`config.mk`:
```
export PLATFORM = sky130hd
export DESIGN_NAME = router_fsm
export DESIGN_NICKNAME = d
export VERILOG_FILES = /design/src/rtl/router_pkg.sv /design/src/rtl/router_fsm.sv
export SDC_FILE = /design/constraint.sdc
export NUM_CORES = 1
export LEC_CHECK = 0
export BUFFER_PORTS_ARGS = -buffer_cell sky130_fd_sc_hd__buf_2
export CORE_AREA = 2 2 39 41
export CTS_BUF_LIST = sky130_fd_sc_hd__clkbuf_8
export DETAILED_ROUTE_END_ITERATION = 7
export DIE_AREA = 0 0 41 43
export GPL_TIMING_DRIVEN = 1
export PLACE_DENSITY = 0.72
export RECOVER_POWER = 100
export SYNTH_ARGS = -nofsm -noshare
export SYNTH_HDL_FRONTEND = slang
export SYNTH_SLANG_ARGS = --single-unit
```
`constraint.sdc`:
```
create_clock -name clock -period 1.9 [get_ports clock]
set_input_delay 0.095 -clock clock [delete_from_list [all_inputs] [get_ports clock]]
set_output_delay 0.095 -clock clock [all_outputs]
set_load 0.02 [all_outputs]
```
`src/rtl/router_pkg.sv`:
```
// Shared router definitions: FSM state encodings, address width and port-select helper.
package router_pkg;

    localparam int ADDR_W    = 2;
    localparam int NUM_PORTS = 3;
    localparam logic [ADDR_W-1:0] ADDR_INVALID = 2'd3;

    typedef enum logic [2:0] {
        DECODE_ADDRESS     = 3'd0,
        LOAD_FIRST_DATA    = 3'd1,
        LOAD_DATA          = 3'd2,
        LOAD_PARITY        = 3'd3,
        FIFO_FULL_STATE    = 3'd4,
        LOAD_AFTER_FULL    = 3'd5,
        WAIT_TILL_EMPTY    = 3'd6,
        CHECK_PARITY_ERROR = 3'd7
    } state_t;

    // Picks the bit of a per-port vector for a port address; the invalid address selects nothing.
    function automatic logic port_sel(input logic [NUM_PORTS-1:0] vec,
                                      input logic [ADDR_W-1:0]    addr);
        logic bit_out;
        bit_out = 1'b0;
        case (addr)
            2'd0:    bit_out = vec[0];
            2'd1:    bit_out = vec[1];
            2'd2:    bit_out = vec[2];
            default: bit_out = 1'b0;
        endcase
        return bit_out;
    endfunction

endpackage

```
`src/rtl/router_fsm.sv`:
```
// Router packet-control Moore FSM: decodes the header, sequences payload/parity loads into the selected FIFO.
// Outputs decode only the registered state (no input-to-output path); busy throttles the source outside DECODE/LOAD_DATA.
module router_fsm
    import router_pkg::*;
(
    input  logic                 clock,
    input  logic                 reset,
    input  logic                 pkt_valid,
    input  logic [ADDR_W-1:0]    data_in,
    input  logic                 fifo_full,
    input  logic [NUM_PORTS-1:0] fifo_empty,
    input  logic [NUM_PORTS-1:0] soft_reset,
    input  logic                 parity_done,
    input  logic                 low_pkt_valid,
    output logic                 detect_add,
    output logic                 lfd_state,
    output logic                 ld_state,
    output logic                 laf_state,
    output logic                 full_state,
    output logic                 rst_int_reg,
    output logic                 write_enb_reg,
    output logic                 busy,
    output logic [ADDR_W-1:0]    addr_q
);

    state_t state;
    state_t next_state;
    logic   header_ok;

    assign header_ok = pkt_valid && (data_in != ADDR_INVALID);

    always_ff @(posedge clock) begin
        if (reset) begin
            state  <= DECODE_ADDRESS;
            addr_q <= '0;
        end else begin
            state <= next_state;
            // Any accepted header leaves DECODE_ADDRESS, so this is exactly the exit edge.
            if (state == DECODE_ADDRESS && header_ok)
                addr_q <= data_in;
        end
    end

    always_comb begin
        next_state    = state;
        detect_add    = 1'b0;
        lfd_state     = 1'b0;
        ld_state      = 1'b0;
        laf_state     = 1'b0;
        full_state    = 1'b0;
        rst_int_reg   = 1'b0;
        write_enb_reg = 1'b0;
        busy          = 1'b1;

        case (state)
            DECODE_ADDRESS: begin
                detect_add = 1'b1;
                busy       = 1'b0;
                if (header_ok)
                    next_state = port_sel(fifo_empty, data_in) ? LOAD_FIRST_DATA : WAIT_TILL_EMPTY;
            end
            WAIT_TILL_EMPTY: begin
                if (port_sel(fifo_empty, addr_q))
                    next_state = LOAD_FIRST_DATA;
            end
            LOAD_FIRST_DATA: begin
                lfd_state  = 1'b1;
                next_state = LOAD_DATA;
            end
            LOAD_DATA: begin
                ld_state      = 1'b1;
                write_enb_reg = 1'b1;
                busy          = 1'b0;
                if (fifo_full)
                    next_state = FIFO_FULL_STATE;
                else if (!pkt_valid)
                    next_state = LOAD_PARITY;
            end
            LOAD_PARITY: begin
                write_enb_reg = 1'b1;
                next_state    = CHECK_PARITY_ERROR;
            end
            CHECK_PARITY_ERROR: begin
                rst_int_reg = 1'b1;
                next_state  = fifo_full ? FIFO_FULL_STATE : DECODE_ADDRESS;
            end
            FIFO_FULL_STATE: begin
                full_state = 1'b1;
                if (!fifo_full)
                    next_state = LOAD_AFTER_FULL;
            end
            LOAD_AFTER_FULL: begin
                laf_state     = 1'b1;
                write_enb_reg = 1'b1;
                if (parity_done)
                    next_state = DECODE_ADDRESS;
                else if (low_pkt_valid)
                    next_state = LOAD_PARITY;
                else
                    next_state = LOAD_DATA;
            end
            default: next_state = DECODE_ADDRESS;
        endcase

        // A timeout on the port being served abandons the packet from any busy state.
        if (state != DECODE_ADDRESS && port_sel(soft_reset, addr_q))
            next_state = DECODE_ADDRESS;
    end

endmodule

```
==> results.toml <==
[outcome]
status = "completed"

[worst_setup_path]
cp_slowest_stage_delay_ps = 480
arrival_ps = 1750
cp_slowest_cell = "dfxtp_1"
criticalPathCategory = "reg2reg"
crit_chain = "or3_1 -> clkinv_4 -> a32oi_4 -> nand3_2 -> o311a_1"
end_kind = "flip-flop"
cp_data_required_time_ps = 2000
cp_max_fo = 10
startpoint_type = "flip-flop"
reg2reg_slack_ps = 240

[worst_hold_path]
min_path_type = "in2reg"

[synth]
synth_top_cell_by_area = "dfxtp_1"
ys_seq_elements = 5
synth_area_per_cell_um2 = 8.96
syn-num-nets = 70
synth_area_um2 = 502
netlist_instances = 56
yosys.area.top_type_share_pct = 20.0
synth_cell_types = 31
yosys-top-cells-area = "dfxtp_1, nor3b_2, mux2i_1, a32oi_4, buf_6"
ys_seq_area_share_pct = 20.0
synth-warning-count = 0

[floorplan]
pin_count = 24
chipHeight_um = 43
row_count = 14
die_w_um = 41
initial_utilization_pct = 36.3
die-area_um2 = 1760
core_um2 = 1380

[sta]
slew_violations = 0
finalCritPeriodShare_pct = 87.1
fin_crit_ps = 1660
max_freq_ghz = 0.604
tightest_slew_ps = 474
rsz0062_at_grt = "false"
setup_viol = 0
hold_viol = 0
fin_setup_tns_ps = 0
max_slew_margin_pct = 68.3
skew_ps = 0.544

[route]
drt_iter0_drc = 4
wl_um = 1180
wl_per_cell_um = 12.3
viasPerCell = 5.44
vias = 522
drc = 0
ant_nets = 0
dr.pass1.iters = 4

[finish]
final_nets = 95
fillers = 144
fin_cells = 96
drive_gt1_share_pct = 31.3
multi_input_area_um2 = 333
antennaDiodeCount = 0
ff_latch_area_um2 = 100
syn_to_final_growth_pct = 24.7

[global_routing]
grt.overflow.total = 0
grt_pass1_vias = 493
grt_usage_pct = 15.1
grt_max_degree = 11
antenna_found_initial = 0
grt_pass1_wl_um = 1810

[power]
power_density_nw_per_um2 = 1700
peakVddDrop_mv = 0.794
power_uw = 1060
power_leakage_uw = 0.000266

[clock_tree]
cts.sinks = 5
cts_made_buffers = 3
clockBufferDepth = 2
h-tree-depth = 1
cts_tree = "built"
root_buffer = "clkbuf_8"
holdBufCountCts = 0
cts.repair.resized = 0
clk_latency_ps = 220
postCtsSetupRepairBufs = 0
clkSlewWorstSetupHoldPaths_ps = 30

[placed_design]
hpwl_um = 973
place_congestion = 0.800
io_buffers = 23
place_inst = 92

[job]
max-cap-violations = 0
cells in the final DEF (no fill, tap or decap), types with 3 or more instances in the layout:
cell type | Yosys | layout
nor3_1 | 3 | 3
dfxtp_1 | 5 | 5
o21ai_0 | 3 | 3
inv_1 | 4 | 5
nor3b_1 | 3 | 5
nand2_1 | 4 | 4
clkbuf_8 | 0 | 3
nand3b_1 | 3 | 3
mux2i_1 | 3 | 3
clkbuf_1 | 0 | 9
nor2_1 | 3 | 3
buf_2 | 0 | 14
area by class of cell:
type / instances / area share [%]
clock inverters: 1 / 0.600
inverters: 5 / 3.80
well taps: 16 / 3.20
flip-flops and latches: 5 / 16.0
clock buffers: 3 / 6.60
repair buffers: 23 / 16.6
multi-input cells: 43 / 53.2
cells by family (layout without fill, tap and decap cells):
family,after synthesis,count (layout),synth area share [%]
AND/OR/NAND/NOR,24,24,34.7
flip-flops,5,5,20.0
AO/OA/AOI/OAI,15,15,26.7
adder cells (fa/ha/maj),1,1,2.00
buffers and inverters,8,32,10.7
multiplexers,3,3,5.99
Yosys cell counts (all sizes together):
cell and n:
dfxtp 5, clkinv 1, o21ai 3, a31o 1, mux2i 3, o211ai 1, o311a 1, nor3 4
o22ai 1, nand2 4, o2111ai 1, o211a 1, nor3b 6, a21oi 2, and2b 1, nand3b 3
maj3 1, inv 4, a21bo 1, or3 1, a21o 1, nand3 1, buf 3, nor2 3
nor4bb 1, a32oi 2
per-layer routing:
layer | track usage (%) | wire [um] | vias to the layer above
li1 | - | - | 258
met1 | 17.0 | 495 | 236
met2 | 23.8 | 542 | 28
met3 | 7.85 | 138 | 0
met4 | 4.67 | 0 | 0
met5 | 0 | 0 | -
worst paths after layout:
check                  from  cells after the start         to
setup reg to reg   state[1]                      5   state[2]
setup / recovery   state[1]                      5   state[2]
hold / removal        reset                      2  addr_q[0]
hold reg to reg   addr_q[1]                      2  addr_q[1]
state kept, by name, indices dropped and copies added (netlist names):
signal	count
state	3
addr_q	2
report_power, final:
part | total (uW) | leakage [uW] | internal, uW | switching (uW)
registers | 227 | 0.0000411 | 146 | 81.1
clock network | 185 | 0.0000269 | 138 | 47.4
logic | 649 | 0.000198 | 250 | 400
total | 1060 | 0.000266 | 533 | 528
critical path, delay by kind of cell, from the launching register on:
kind	cells	cell delay [ps]
DFF	1	480
AOI/OAI and AO/OA	2	540
and+or+nand+nor	2	420
buffers and inverters	1	90
stage by stage:
step	hold WS, ps	instance area (um^2)	setup WS [ps]	utilization (%)
global placement	312	607	391	43.9
detailed placement	313	607	326	43.9
global route	96.6	626	145	45.2
floorplan	165	502	227	-
finish	93.0	626	244	45.2
CTS	90.6	652	324	47.1
Power figures use the tool's default switching activity.
